==> src/rtl/tlb_rqst_arbiter.sv <==
// tlb_rqst_arbiter
//   Shares a single speculative-TLB translation port between NUM_REQ
//   requesters. A round-robin grant picks one pending request in IDLE, the
//   FSM strobes the TLB for one cycle (ISSUE), waits for DONE_TRANS or the
//   watchdog (WAIT), then returns the result to the owning requester for one
//   cycle (RESP).
//
// Ports
//   clk, rst_n         clock (rising edge), asynchronous active-low reset
//   REQ_VALID/SPEC     per-requester request valid / speculative flag
//   REQ_VADDR          packed per-requester virtual addresses
//   REQ_READY          one-hot accept, combinational, only in IDLE
//   RSP_*              one-hot response strobe plus result, one cycle
//   TRANS_RQST,
//   SPEC_TLB_RQST,
//   VIRT_ADDR_LOOKUP   request side of the TLB port
//   DONE_TRANS,
//   PHY_ADDR_TRANS,
//   TLB_HIT, SPEC_HIT  result side of the TLB port
//   BUSY               high whenever the FSM is not in IDLE
module tlb_rqst_arbiter #(
    parameter int NUM_REQ = 4,
    parameter int ADDR_W  = 9,
    parameter int TIMEOUT = 64
) (
    input  logic                      clk,
    input  logic                      rst_n,
    input  logic [NUM_REQ-1:0]        REQ_VALID,
    input  logic [NUM_REQ-1:0]        REQ_SPEC,
    input  logic [NUM_REQ*ADDR_W-1:0] REQ_VADDR,
    output logic [NUM_REQ-1:0]        REQ_READY,
    output logic [NUM_REQ-1:0]        RSP_VALID,
    output logic [ADDR_W-1:0]         RSP_PADDR,
    output logic                      RSP_TLB_HIT,
    output logic                      RSP_SPEC_HIT,
    output logic                      RSP_ERR,
    output logic                      TRANS_RQST,
    output logic                      SPEC_TLB_RQST,
    output logic [ADDR_W-1:0]         VIRT_ADDR_LOOKUP,
    input  logic                      DONE_TRANS,
    input  logic [ADDR_W-1:0]         PHY_ADDR_TRANS,
    input  logic                      TLB_HIT,
    input  logic                      SPEC_HIT,
    output logic                      BUSY
);

    localparam int IDX_W = $clog2(NUM_REQ);
    localparam int CNT_W = $clog2(TIMEOUT + 1);

    typedef enum logic [1:0] {IDLE, ISSUE, WAIT, RESP} state_t;

    state_t             state;
    logic [IDX_W-1:0]   rr_ptr;
    logic [IDX_W-1:0]   idx;
    logic [CNT_W-1:0]   cnt;

    logic               grant_vld;
    logic [IDX_W-1:0]   grant_idx;
    logic [IDX_W:0]     sum;
    logic [IDX_W-1:0]   cand;
    logic [NUM_REQ-1:0] idx_oh;

    // Cyclic search from rr_ptr. Walking offsets from the far end down to 0
    // lets the closest valid requester overwrite any farther one.
    always_comb begin
        grant_vld = 1'b0;
        grant_idx = '0;
        sum       = '0;
        cand      = '0;
        for (int k = NUM_REQ - 1; k >= 0; k--) begin
            sum = {1'b0, rr_ptr} + (IDX_W + 1)'(k);
            if (sum >= (IDX_W + 1)'(NUM_REQ))
                sum = sum - (IDX_W + 1)'(NUM_REQ);
            cand = sum[IDX_W-1:0];
            if (REQ_VALID[cand]) begin
                grant_vld = 1'b1;
                grant_idx = cand;
            end
        end
    end

    always_comb begin
        REQ_READY = '0;
        idx_oh    = '0;
        for (int i = 0; i < NUM_REQ; i++) begin
            REQ_READY[i] = (state == IDLE) && grant_vld && (grant_idx == IDX_W'(i));
            idx_oh[i]    = (idx == IDX_W'(i));
        end
    end

    always_ff @(posedge clk or negedge rst_n) begin
        if (!rst_n) begin
            state            <= IDLE;
            rr_ptr           <= '0;
            idx              <= '0;
            cnt              <= '0;
            RSP_VALID        <= '0;
            RSP_PADDR        <= '0;
            RSP_TLB_HIT      <= 1'b0;
            RSP_SPEC_HIT     <= 1'b0;
            RSP_ERR          <= 1'b0;
            TRANS_RQST       <= 1'b0;
            SPEC_TLB_RQST    <= 1'b0;
            VIRT_ADDR_LOOKUP <= '0;
            BUSY             <= 1'b0;
        end else begin
            case (state)
                IDLE: begin
                    // READY exists exactly when grant_vld, so this is VALID&READY.
                    if (grant_vld) begin
                        idx              <= grant_idx;
                        VIRT_ADDR_LOOKUP <= REQ_VADDR[int'(grant_idx)*ADDR_W +: ADDR_W];
                        TRANS_RQST       <= 1'b1;
                        SPEC_TLB_RQST    <= REQ_SPEC[grant_idx];
                        BUSY             <= 1'b1;
                        state            <= ISSUE;
                    end
                end
                ISSUE: begin
                    TRANS_RQST    <= 1'b0;
                    SPEC_TLB_RQST <= 1'b0;
                    cnt           <= '0;
                    state         <= WAIT;
                end
                WAIT: begin
                    // DONE is tested first so it wins over a same-cycle timeout.
                    if (DONE_TRANS) begin
                        RSP_VALID    <= idx_oh;
                        RSP_PADDR    <= PHY_ADDR_TRANS;
                        RSP_TLB_HIT  <= TLB_HIT;
                        RSP_SPEC_HIT <= SPEC_HIT;
                        RSP_ERR      <= 1'b0;
                        state        <= RESP;
                    end else if (cnt == CNT_W'(TIMEOUT - 1)) begin
                        RSP_VALID    <= idx_oh;
                        RSP_PADDR    <= '0;
                        RSP_TLB_HIT  <= 1'b0;
                        RSP_SPEC_HIT <= 1'b0;
                        RSP_ERR      <= 1'b1;
                        state        <= RESP;
                    end else begin
                        cnt <= cnt + 1'b1;
                    end
                end
                RESP: begin
                    RSP_VALID        <= '0;
                    RSP_PADDR        <= '0;
                    RSP_TLB_HIT      <= 1'b0;
                    RSP_SPEC_HIT     <= 1'b0;
                    RSP_ERR          <= 1'b0;
                    VIRT_ADDR_LOOKUP <= '0;
                    BUSY             <= 1'b0;
                    rr_ptr           <= (idx == IDX_W'(NUM_REQ - 1)) ? '0 : idx + 1'b1;
                    state            <= IDLE;
                end
                default: state <= IDLE;
            endcase
        end
    end

endmodule

==> config.mk <==
export PLATFORM = sky130hd
export DESIGN_NAME = tlb_rqst_arbiter
export DESIGN_NICKNAME = d
export VERILOG_FILES = /design/src/rtl/tlb_rqst_arbiter.sv
export SDC_FILE = /design/constraint.sdc
export NUM_CORES = 1
export LEC_CHECK = 0
export BUFFER_PORTS_ARGS = -buffer_cell sky130_fd_sc_hd__buf_2
export CORE_MARGIN = 3
export CORE_UTILIZATION = 44
export CTS_CLUSTER_DIAMETER = 150
export CTS_CLUSTER_SIZE = 16
export DETAILED_ROUTE_END_ITERATION = 6
export PLACE_DENSITY = 0.74
export SLEW_MARGIN = 20
export SYNTH_ARGS = -nofsm -noshare
export SYNTH_HDL_FRONTEND = slang
export SYNTH_SLANG_ARGS = --single-unit
==> constraint.sdc <==
create_clock -name clk -period 3.2 [get_ports clk]
set_input_delay 0 -clock clk [delete_from_list [all_inputs] [get_ports clk]]
set_output_delay 0 -clock clk [all_outputs]
set_load 0.05 [all_outputs]
==> After elaboration in Yosys (flattened, before gate mapping) <==
Index checks and enable logic that the tools add are counted.
{ "totals": {"inputBits": 58, "out_inout_bits": 32, "word_cells": 116, "ff_bits": 41} }
{ "classes": {"multipliers": 1, "order_cmp": 9, "reduce_logical": 18, "n_eq_ne": 14, "shifts": 1, "n_addsub": 9, "n_mux": 51} }
{ "op_table": {"columns": ["op", "n"], "rows": [
  ["one-hot mux 9 bit (2 select lines)", 2],
  ["variable part select 36 x 7 -> 9 bit", 1],
  ["two-way mux 9 bit", 3],
  ["two-way mux 2 bit", 12],
  ["two-way mux 1 bit", 16],
  ["< comparator 2 x 3 -> 1 bit, second input constant", 5],
  ["two-way mux 7 bit", 2],
  ["one-hot mux 7 bit (2 select lines)", 1],
  ["equality test 2 bit, second input constant", 6],
  ["one-hot mux 1 bit (2 select lines)", 6],
  ["binary-select mux 1 bit (select 2 bit)", 5],
  ["AND reduction 2 bit", 5],
  ["greater-or-equal comparator 3 bit, second input constant", 3],
  ["two-way mux 4 bit", 2],
  ["one-hot mux 2 bit (4 select lines)", 1],
  ["one-hot mux 4 bit (2 select lines)", 1],
  ["nonzero test 2 bit", 4],
  ["subtractor 2 x 1 -> 2 bit, second input constant", 4],
  ["adder 7 x 1 -> 7 bit, second input constant", 1],
  ["equality test 7 x 6 -> 1 bit, second input constant", 1],
  ["adder 2 x 2 -> 3 bit, second input constant", 2],
  ["equality test 2 x 1 -> 1 bit, second input constant", 3],
  ["logical NOT 2 bit", 3],
  ["multiplier 2 x 4 -> 6 bit, second input constant", 1],
  ["other kinds (7)", 13]
]} }

==> Longest topological paths before layout <==
Gate-level depths: netlist (run 1).
{ "depth": {"ltp_word": 13, "mapped_depth": 7, "ltp_nobuf": 6} }

==> Worst setup path after synthesis (run 1) <==
OpenSTA, ideal clock, no wires.
{ "synth_timing": {"path_kind": "register to output", "start": "register rr_ptr[0]", "end": "output REQ_READY[0]", "t_arrival_ps": 2090, "n_path_buf": 1, "setup_slack_ps": 1110, "t_required_ps": 3200, "stages_incl_launch_ff": 6, "path_cell_list": "dfrtp_1 -> nor2b_1 -> or4b_4 -> nand2_4 -> buf_8 -> nor3_1"} }
{ "synth_between": {"elab_chain_len": 11, "elab_cells_between_ends": 34, "cone_classes": "add/sub: 7; order compare: 4; mux: 20; reduce/logical: 3"} }
{ "synth_rtl": {"columns": ["element", "line", "rtl"], "rows": [
  ["from (decl)", "53", "logic [IDX_W-1:0] rr_ptr;"],
  ["from (signal assigned)", "153", "rr_ptr <= (idx == IDX_W'(NUM_REQ - 1)) ? '0 : idx + 1'b1;"],
  ["adder 2 x 2 -> 3 bit", "71", "sum = {1'b0, rr_ptr} + (IDX_W + 1)'(k);"],
  ["greater-or-equal comparator 3 bit or subtractor 2 x 1 -> 2 bit (tied branches)", "72, 73", null],
  ["two-way mux 2 bit", "72", "if (sum >= (IDX_W + 1)'(NUM_REQ))"],
  ["binary-select mux 1 bit (select 2 bit)", "75", "if (REQ_VALID[cand]) begin"],
  ["two-way mux 1 bit (not written as such)", "75", null],
  ["two-way mux 2 bit or two-way mux 1 bit (tied branches) (4 in a row)", "75", null],
  ["logical NOT 2 bit or logical AND 1 bit (tied branches)", "86", "REQ_READY[i] = (state == IDLE) && grant_vld && (grant_idx == IDX_W'(i));"],
  ["logical AND 1 bit (*)", "86", null],
  ["to (decl)", "31", "output logic [NUM_REQ-1:0] REQ_READY,"]
]} }
Every way passes the cells marked *; elsewhere a longest branch is shown, timed or not. The select of a mux whose other input is x is not followed.

==> Worst setup path after layout (run 1) <==
{ "layout_timing": {"start": "register rr_ptr[0]", "end": "output REQ_READY[3]"} }
{ "layout_between": {"elab_chain_len": 11, "elab_cells_between_ends": 34, "cone_classes": "add/sub: 7; order compare: 4; eq/ne: 1; mux: 20; reduce/logical: 2"} }
{ "layout_rtl": {"columns": ["element", "line"], "rows": [
  ["adder 2 x 2 -> 3 bit", "71"],
  ["greater-or-equal comparator 3 bit or subtractor 2 x 1 -> 2 bit (tied branches)", "72, 73"],
  ["two-way mux 2 bit", "72"],
  ["binary-select mux 1 bit (select 2 bit)", "75"],
  ["two-way mux 1 bit (not written as such)", "75"],
  ["two-way mux 2 bit or two-way mux 1 bit (tied branches) (4 in a row)", "75"],
  ["equality test 2 bit or logical AND 1 bit (tied branches)", "86"],
  ["logical AND 1 bit (*)", "86"]
]} }
Marks and branches as above.

==> results, run 1 <==
- The flow ran to the end, and the final reports show no timing, DRC or antenna violations.
- Cells fill a little over 60% of the core in the end.
- The total of fill cells in the finished design is 411.
- The max-slew violation count came to 0.
- The met2 wirelength from detailed routing is 2.27 mm.
- The clock latency on the worst-skew pair is 0.30 ns.
- Setup repair after global routing left no endpoint under its margin.
- Counting the buffers created by CTS gives 5.
- Data on the critical path arrives at its endpoint at 2.25 ns.
- The area growth from synthesis to layout is 31.8%.
- The detailed router finished its first iteration with 101 violations.
- The repair_antennas step left the layout with diodes totalling 0.
- The remaining antenna violation count is 0.
- Entering global routing, the biggest net connects between 40 and 50 pins.
- STA classifies the critical path startpoint as a flip-flop.
- The number of iterations in the first detailed-routing pass is 4.
- The maximum ir drop on the vdd rail is 0.496 mV.
- The port buffer count is 89.
- The initial antenna violation count is 0.
- The synthesized area per cell is around 9.5 µm².
- For this run, design rule violations remaining after detail routing come to 0.
- The clock-pin slew of the registers on the worst-case setup and hold paths is around 0.080 ns.
- Power spread over the standard cell area amounts to 979 mW/mm².
- The first global-routing pass estimated 8.57 mm of wire.
- For this run, the post-layout net count is 405.
- Across all register-to-register paths, the minimum setup slack is between 1 and 1.5 ns.
- The fmax is 444 MHz.
- The number of clock sinks is 41.
- The die extent in y is 77.7 µm.
- The worst register-to-register path begins at state[1].
- The final count of negative-setup-slack endpoints is 0.
- The core region area is 0.00485 mm².
- The worst register-to-register path has a depth of 3.
- The total half-perimeter wirelength after legalization and detailed placement is 3.64 mm.
- The number of global-route vias before repair was about 1900.
- Routability-driven placement finished with a final weighted congestion of about 0.75.
- For this block, the via count after detailed routing is 1993.
- For this design the static power due to leakage is between 1 and 1.5 nW.
- For this run, the register share of the synthesized area comes to a little under half.
- The cell count after synthesis is 237.
- After detailed routing, the met3 layer carries about 360 µm of wire.
- The count of instances resized after the clock tree is built is 0.
- No sink is reached through more buffers than the 2 on the longest clock path.
- The master cell of the clock root buffer is clkbuf_8.
- The path type of the worst min-delay path is in -> reg.
- The endpoint with the worst hold slack is VIRT_ADDR_LOOKUP[7].
- The number of nets produced by synthesis is between 300 and 400.
- Data on the critical path is required at its endpoint by approximately 3.2 ns.
- The CTS tree is done.
- The sum of routed wire length over all layers is 4.97 mm.
- The Yosys step of the flow raised 0 warnings.
- The max-cap violation count is 0.
- The worst clock skew on the final layout is 0.00854 ns.
- Measured against its own limit, the worst slew margin works out to between 30% and 40%.
- Pin placement for this block handled 90 I/O pins.
- The horizontal die dimension is 77.7 µm.
- The endpoint of the most critical register-to-register path is RSP_PADDR[6].
- The total die area is 0.00603 mm².
- The element type at the critical path end is an output port.
- The maximum level of the CTS H-tree is 2.
- The most common library cell in the layout ignoring fill and taps is buf_2.
- The final critical path takes up around 70% of the cycle.
- The netlist area before placement is 0.00226 mm².
- The startpoint identified for the worst hold timing path is REQ_VADDR[25].
- The synthesized design contains 41 register bits.
- The actual transition at the worst max-transition pin is 1.00 ns.
- Global routing used 17.4% of the available tracks across all layers.
- The count of endpoints failing hold in the final timing report was 0.
- The worst hold path was traced through 3 stages.
- The time the worst path needs with I/O delays and setup is 2.25 ns.
- The launch point of the worst path is rr_ptr[0].
- The overall power after layout is 0.00292 W.
- The mean routed wirelength per cell is 12.3 µm.
- The number of distinct library cells after synthesis is 38.
- The highest fanout seen on the critical path is 21.
- The library cells used most frequently in the layout, excluding fill and tap cells, are 89 x buf_2, 47 x nand2_1, 41 x dfrtp_1, 20 x o21ai_0, 18 x mux2i_1.
- The highest metal layer with signal wires is met4.
- Of the cells placed in the final design, the portion with a size suffix greater than 1 is 32.0%.
- The effective utilization at floorplan is 46.6%.
- The detailed router put a total of 2.28 mm of wire on met1.
- The aggregate global routing overflow is 0.
- The aggregate negative setup slack is 0 ns.
- The critical path start-end classification is reg -> out.
- After floorplanning, the core was divided into 25 placement rows.
- After detailed routing, the number of vias per cell comes to 4.92.
## critical path, stage by stage (launching register included)
cell and delay, ns:
dfrtp_1 0.37, and2b_1 0.22, or4_4 0.52, nand2_4 0.29, nand2_1 0.17, nor2_1 0.11
buf_2 0.27
## registers in the layout, summed over array words and instances (netlist names)
| signal | count |
|---|---|
| BUSY | 1 |
| RSP_ERR | 1 |
| RSP_PADDR | 9 |
| RSP_SPEC_HIT | 1 |
| RSP_TLB_HIT | 1 |
| RSP_VALID | 4 |
| SPEC_TLB_RQST | 1 |
| TRANS_RQST | 1 |
| VIRT_ADDR_LOOKUP | 9 |
| cnt | 7 |
| idx | 2 |
| rr_ptr | 2 |
| state | 2 |
## cell usage after synthesis, drive strengths merged
cell    instances  area [µm²]
nor4            5        37.5
o31ai           1        7.51
nand3           5        25.0
mux2i          18         180
o32a            1        10.0
or3             1        6.26
a21boi          1        7.51
o32ai           1        8.76
o221ai          9        78.8
ha             10         125
and2            1        6.26
nor2b           5        31.3
nor2           15        58.8
nor3b           1        7.51
a21oi           2        10.0
nor3            4        20.0
xnor2           3        26.3
o21ai          26         130
or4b            1        13.8
clkbuf          5        18.8
o311ai          1        8.76
inv             9        33.8
a311oi          3        26.3
buf             5        48.8
nand2          48         188
mux2            4        45.0
a31oi           1        6.26
dfrtp          41        1030
and2b           1        7.51
or4             1        11.3
nand2b          8        50.1
## repair_timing
| action | in CTS | in global routing |
|---|---|---|
| setup buffers | 0 | 0 |
| hold buffers | 13 | 0 |
| hold endpoints to repair | 53 | 0 |
## report_power, final
part | leakage, nW | switching, W | internal, W
combinational | 0.902 | 0.00115 | 0.000492
sequential | 0.535 | 0.000131 | 0.000721
clock | 0.0543 | 0.000188 | 0.000233
total | 1.49 | 0.00147 | 0.00145
## worst max-delay path by stage
stage / endpoint / slack [ns]
floorplan: REQ_READY[0] / 1.11
global placement: RSP_PADDR[3] / 1.23
detailed placement: RSP_PADDR[8] / 1.17
CTS: REQ_READY[3] / 0.94
global route: REQ_READY[3] / 0.80
finish: REQ_READY[3] / 0.95
## final cells by class
class                      count  area [µm²]  area share (%)
tap                           67        83.8            2.81
inverter                       9        33.8            1.13
multi-input combinational    177        1140            38.2
sequential                    41        1030            34.4
clock inverter                 3        46.3            1.55
clock buffer                   5        68.8            2.31
timing repair buffer         103         583            19.6
## kinds of logic after synthesis
family          count (synthesis)  share of synthesized area, %
compound gates                 46                          13.0
xor+xnor                        3                          1.16
fa+ha+maj                      10                          5.53
flops                          41                          45.4
simple gates                   96                          20.5
buf+inv                        19                          4.48
mux                            22                          9.96
## per-stage QoR
stage / area, µm² / setup slack [ns] / std cells / hold WS, ns
2_1_floorplan: 2260 / 1.11 / 237 / -0.296
3_3_place_gp: 2730 / 1.23 / 384 / 0.181
3_5_place_dp: 2730 / 1.17 / 384 / 0.187
4_1_cts: 2980 / 0.936 / 405 / 0.00488
5_1_grt: 2980 / 0.804 / 405 / 0.0111
6_report: 2980 / 0.949 / 405 / 0.0159
## layer usage
layer / GRT usage [%] / up-vias
li1: - / 1029
met1: 23.3 / 883
met2: 27.4 / 74
met3: 5.10 / 7
met4: 4.80 / 0
met5: 0 / -
Note: power is estimated with default switching activity, not from simulation.
==> run 2, diff against run 1 <==
- clock period: 3.2 -> 2.25 ns (I/O delays scaled with it)
==> results, run 2 (synthesized netlist as in run 1, its figures left out) <==
- The flow ran to the end, and the final reports show no timing, DRC or antenna violations.
- The element type at the critical path end is an output port.
- The finished cells cover 0.00302 mm².
- The sum of routed wire length over all layers is 5.03 mm.
- The horizontal die dimension is 77.7 µm.
- The number of iterations in the first detailed-routing pass is 4.
- The clock buffer count from CTS is 5.
- The final count of negative-setup-slack endpoints is 0.
- The die extent in y is 77.7 µm.
- The relative max-transition margin is about 41%.
- The signal on the critical path passes through and2b_1, or4_4, nand2_8, nand2_1, nor2_1, buf_2.
- The post-placement cell count is 387.
- The total half-perimeter wirelength after legalization and detailed placement is about 3.7 mm.
- Counting every sink on the clock net gives 41.
- The mean routed wirelength per cell is 12.3 µm.
- At the worst endpoint, the required time is around 2.3 ns.
- The max-slew violation count came to 0.
- By startpoint and endpoint, the worst setup path is classified as reg -> out.
- For the pin with the worst max-slew slack, the measured transition is 0.883 ns.
- The first global-routing pass estimated around 8.3 mm of wire.
- The max-cap violation count is 0.
- The routed design could run at a clock period as short as around 2.2 ns.
- The number of cells in the finished layout apart from fillers is 408.
- The highest fanout seen on the critical path is 21.
- For this run the aggregate overflow at the end of global routing stands at 0.
- The count of endpoints failing hold in the final timing report is 0.
- The clock passes through at most 2 buffers.
- The die covers approximately 0.0060 mm².
- The routability congestion estimate from global placement is 0.786.
- TritonCTS built the clock tree.
- The library cell used most frequently in the layout, excluding fill and tap cells, is buf_2.
- The detailed router placed 2002 vias in this run.
- The post-placement worst setup slack is 0.287 ns.
- The placed cell area is 0.00276 mm².
- The aggregate negative setup slack is 0 ns.
- The count of buffers added by post-CTS timing repair for setup is 0.
- The initial antenna violation count came to 0.
- The worst path setup slack after routing is 0.0957 ns.
- The global-route usage over all layers is 16.8%.
- In this run the power density over the cells is 1400 mW/mm².
- 90 I/O pins were placed.
- The worst clock skew on the final layout is 0.00758 ns.
- The count of buffers added on input and output ports is slightly below 90.
- The min-delay analysis places its worst path in the category in -> reg.
- The largest net degree at the start of global routing is 42.
- The number of global-route vias before repair is 1880.
- Clock-pin slew was measured on the worst setup and hold paths at 0.08 ns.
- The H-tree was split into 2 levels.
- The largest registers in the layout are RSP_PADDR: 9 flops, VIRT_ADDR_LOOKUP: 9 flops, cnt: 7 flops.
- In the finished design, the share of the clock period the worst path needs comes to ~96%.
- The clock reaches the later pin of the worst-skew pair after 0.28 ns.
- STA classifies the critical path startpoint as a flip-flop.
- For this design the static power due to leakage is 1.51 nW.
- The delay of the slowest cell on the worst path is 0.55 ns.
- The core region is 0.00485 mm².
- Setup repair after global routing left no endpoint under its margin.
- The number of inserted diodes is 0.
- The via density per instance is a little under 5.
- For this run, design rule violations remaining after detail routing come to 0.
- The detailed router finished its first iteration with 104 violations.
- VDD sags by at most ~0.8 mV.
- The layout net count is roughly 410.
- The floorplan has 25 rows.
- For this configuration, the core starts out at a cell density of 46.6%.
- The area growth from synthesis to layout is 33.7%.
- Clock tree synthesis selected as its root buffer the cell clkbuf_8.
- The fmax is around 460 MHz.
- The detail route stage leaves a number of antenna-violating nets equal to 0.
- Data on the critical path arrives at its endpoint at about 2.2 ns.
- The worst-path cell with the longest stage delay is or4_4.
- The post-route netlist has 32.6% of its cells at a drive strength greater than 1.
- The top cell types in the final layout, fill and taps aside, are 89 x buf_2, 47 x nand2_1, 41 x dfrtp_1, 19 x o21ai_0, 18 x mux2i_1.
- The final hold slack is 0.0195 ns.
==> run 2: changes by cell type in the layout (fill, tap and decap cells not counted), sizes merged <==
cell / change
buf: +3
clkbuf: +1
clkinv: -1
==> run 2: critical path: cells and delay by family, from the launching register on <==
kind                   cells  cell delay [ns]
buffers and inverters      1             0.27
flip-flops                 1             0.38
AND/OR/NAND/NOR            5             1.23
==> run 2: through the flow <==
stage | power [W] | utilization, %
2_1_floorplan | 0.00310 | -
3_3_place_gp | 0.00354 | 56.9
3_5_place_dp | 0.00360 | 56.9
4_1_cts | 0.00425 | 62.2
5_1_grt | 0.00454 | 62.3
6_report | 0.00423 | 62.3
==> run 2: what timing repair did <==
item | 4_1_cts | 5_1_grt
endpoints found under the hold margin | 53 | 0
endpoints found under the setup margin | 2 | 0
resized for setup | 1 | 0
hold buffers | 13 | 0
==> run 2: worst paths after layout <==
check                         startpoint                  end  slack (ns)  cells past startpoint
min in group asynchronous          rst_n        SPEC_TLB_RQST        0.37                      2
max in group asynchronous          rst_n         RSP_VALID[1]        1.33                      2
max                            rr_ptr[0]         REQ_READY[3]         0.1                      6
min reg2reg                  RSP_TLB_HIT          RSP_TLB_HIT        0.48                      2
min                        REQ_VADDR[25]  VIRT_ADDR_LOOKUP[7]        0.02                      3
max reg2reg                    rr_ptr[0]  VIRT_ADDR_LOOKUP[5]        0.40                      5
==> run 2: layer usage <==
metal | part of all wire, % | GRT usage, %
met1 | 47 | 22.2
met2 | 46 | 28.1
met3 | 5.9 | 3.94
met4 | 0.38 | 3.20
met5 | 0 | 0
==> run 2: power breakdown <==
group          switching [W]  internal [W]
Sequential          0.000185       0.00103
Combinational        0.00167      0.000739
Clock               0.000247      0.000361
Total                0.00210       0.00212
==> run 2: cell type report <==
type / instances / area [µm²]
clock buffer: 6 / 82.6
sequential: 41 / 1030
fill: 404 / 1830
clock inverter: 2 / 37.5
tap: 67 / 83.8
timing repair buffer: 106 / 606
multi-input combinational: 177 / 1150
inverter: 9 / 33.8
==> run 3, diff against run 2 <==
- ABC_AREA: unset -> 1
- PLACE_DENSITY: 0.74 -> 0.72
==> results, run 3 <==
- The number of DRC violations after detailed routing is 0.
- In this run the most critical hold path is launched from REQ_VADDR[26].
- The largest net degree at the start of global routing is 42.
- The clock buffer count from CTS is 5.
- The layout net count is 503.
- For this run, the number of Yosys warnings is 0.
- The number of ports placed on the die boundary is 90.
- After detailed placement, the design holds a cell count of 486.
- The actual transition at the worst max-transition pin is approximately 0.88 ns.
- The count of buffers added by post-CTS timing repair for setup is 0.
- The launch point of the worst path is rr_ptr[0].
- The signed area change from the synthesized netlist to the final layout is 30.0%.
- In the routed layout, each cell is associated on average with a via count of 4.80.
- The sequential area share after synthesis is between 40 and 50%.
- The via count of the routed design is 2430.
- The most common library cell in the layout ignoring fill and taps is buf_2.
- The CTS tree is done.
- The die is 81.2 µm wide.
- The element type at the critical path end is an output port.
- Global routing used 18.9% of the available tracks.
- The initialized floorplan defines 26 standard-cell rows.
- The number of enable flip-flop cells after synthesis is 0.
- The share of final-layout standard cells stronger than drive strength 1 is 30.5%.
- The initial antenna violation count was 0.
- Before antenna repair, the detailed router went through 4 iterations.
- The count of endpoints failing hold in the final timing report is 0.
- The final hold slack is about 0.026 ns.
- The clock tree buffer depth is 2.
- The flop and latch count out of synthesis is 41.
- The wire length of the first global-routing pass is 9.89 mm.
- Yosys attributes the largest share of cell area to dfrtp_1 41%, nand3_1 15%, nand2_1 11%.
- The part of the cycle the worst path needs is 92.8%.
- Summing every instance area after synthesis gives 0.00249 mm².
- Leaving out filler cells and counting taps, the final layout contains 506.
- The max-slew violation count is 0.
- Summed over all instances, the cell type with the most area after synthesis is dfrtp_1.
- Input and output buffers added on the ports amount to about 90.
- The number of violations reported at the end of detailed-routing iteration 0 is 143.
- The master cell of the clock root buffer is clkbuf_8.
- The remaining antenna violation count is 0.
- The data arrival time of the critical path is ~2.1 ns.
- The largest registers in the layout are RSP_PADDR: 9 flops, VIRT_ADDR_LOOKUP: 9 flops, cnt: 7 flops.
- 0 antenna diodes ended up in the layout.
- In this run the vertical extent of the chip is approximately 80 µm.
- The most used flip-flop cell after synthesis is dfrtp_1.
- The delay of the slowest cell on the worst path is about 0.50 ns.
- Synthesis instantiated 28 different standard cells from the library.
- The cell with the most instances on the worst path is nand2_2.
- The clock-pin slew of the registers on the worst-case setup and hold paths is 0.08 ns.
- The maximum level of the CTS H-tree is 2.
- Timing would allow up to 479 MHz.
- Walking the worst path, the cells encountered are inv_8, nand2_1, nand2_2, nand2_2, nand2_2, inv_2, nand3_1, and2_4, inv_4, a21oi_2, inv_2, nor2_1, buf_4.
- At the end of routability-driven placement, the weighted congestion stood at 0.826.
- In the final routed layout, each cell accounts on average for 11.8 µm.
- Across the routed clock network, the largest skew measured is 0.00811 ns.
- The total die area is 0.00660 mm².
- For this design the ratio of total power to cell area is 1710 mW/mm².
- The clock latency on the worst-skew pair is ~0.29 ns.
- Averaged over all synthesized cells, the footprint is 7.48 µm².
- The launching element type of the critical path is a flip-flop.
- By startpoint and endpoint, the worst setup path is classified as reg -> out.
- The path class of the tightest hold or removal check is in -> reg.
- Sorting the synthesized cells by how often they occur yields 75 x nand3_1, 73 x nand2_1, 41 x dfrtp_1.
- The core region is approximately 0.0053 mm².
- Across the VDD grid, the largest voltage drop is 1.27 mV.
- In this run the worst path has a maximum fanout of 8.
- The number of global-route vias before repair came to 2244.
- The slowest stage of the critical path is the dfrtp_2 cell.
- Counting every instance in the synthesized netlist gives 333.
- The run finished with clean final reports.
- Synthesis produced a netlist with a net count of about 400.
- Setup repair after global routing could not meet its margin everywhere.
- The routed design has 5.97 mm of wire.
- STA puts the critical path data required time at approximately 2.3 ns.
- The reported leakage power is 1.75 nW.
- In the synthesized netlist the async set-or-reset flop fraction comes to between 90% and 100%.
- The effective utilization at floorplan is 47.0%.
- The total half-perimeter wirelength after legalization and detailed placement is between 4 and 5 mm.
- The most common cell in the synthesized netlist is nand3_1.
- In this run the critical register-to-register path is launched from state[0].
- The top cell type's share of synthesized area is 41.2%.
- The routed design could run at a clock period as short as 2.09 ns.
- The relative max-transition margin is 41.1%.
- In the layout the commonest cells are 86 x buf_2, 75 x nand3_1, 73 x nand2_1, 40 x dfrtp_1, 36 x inv_1.
- The tree built by TritonCTS fans out to 41 sinks.
- Max-cap violations in this run came to 0.
- Setup violations remaining at the end of the flow were counted as 0.
- The aggregate global routing overflow is 0.
[run 3: cells by family after synthesis]
family | Yosys count | synth area share [%]
AOI/OAI and AO/OA | 40 | 8.89
buffers and inverters | 58 | 11.3
adders and majority gates | 10 | 5.02
DFF | 41 | 41.2
and+or+nand+nor | 184 | 33.6
[run 3: final timing paths]
| check | to | slack, ns | depth (start not counted) |
|---|---|---|---|
| hold / removal | VIRT_ADDR_LOOKUP[8] | 0.03 | 5 |
| hold reg to reg | VIRT_ADDR_LOOKUP[7] | 0.49 | 2 |
| min in group asynchronous | BUSY | 0.37 | 2 |
| setup / recovery | REQ_READY[0] | 0.16 | 13 |
| max in group asynchronous | rr_ptr[0] | 1.27 | 2 |
| setup reg to reg | cnt[5] | 0.31 | 10 |
[run 3: stage by stage]
step,cell area [µm²],setup TNS (ns),total power (W),worst slack (ns),util (%)
after floorplan,2500,0,0.00421,0.218,-
after global placement,2980,0,0.00481,0.366,56.3
after detailed placement,2980,0,0.00487,0.319,56.3
after CTS,3220,0,0.00551,0.00718,60.8
after global routing,3240,-0.00325,0.00602,-0.00325,61.1
final,3240,0,0.00553,0.162,61.1
[run 3: area by class of cell]
class,instances,area [µm²]
Tap cell,70,87.6
Clock buffer,6,82.6
Timing Repair Buffer,109,637
Inverter,44,175
Sequential cell,41,1030
Clock inverter,2,37.5
Fill cell,465,2060
Multi-Input combinational cell,234,1190
[run 3: worst max-delay path: cells and delay by family, from the launching register on]
kind	cells	cell delay, ns
simple gates	7	0.68
buf+inv	5	0.47
flops	1	0.50
compound gates	1	0.15
[run 3: repair_timing]
item	CTS	global route
gates resized for setup	0	10
hold buffers	12	0
hold endpoints to repair	52	0
endpoints found under the setup margin	0	4
[run 3: layer usage]
layer / global-route usage (%) / wire (µm) / vias up
met5: 0 / 0 / -
met4: 4.73 / 36 / 0
met2: 31.2 / 2730 / 87
li1: - / - / 1283
met1: 25.8 / 2810 / 1054
met3: 3.10 / 396 / 6
[run 3: power breakdown]
part           internal, W  total, W  switching (W)
clock network     0.000361  0.000610       0.000249
logic              0.00107   0.00368        0.00261
registers          0.00104   0.00124       0.000197
total              0.00247   0.00553        0.00306
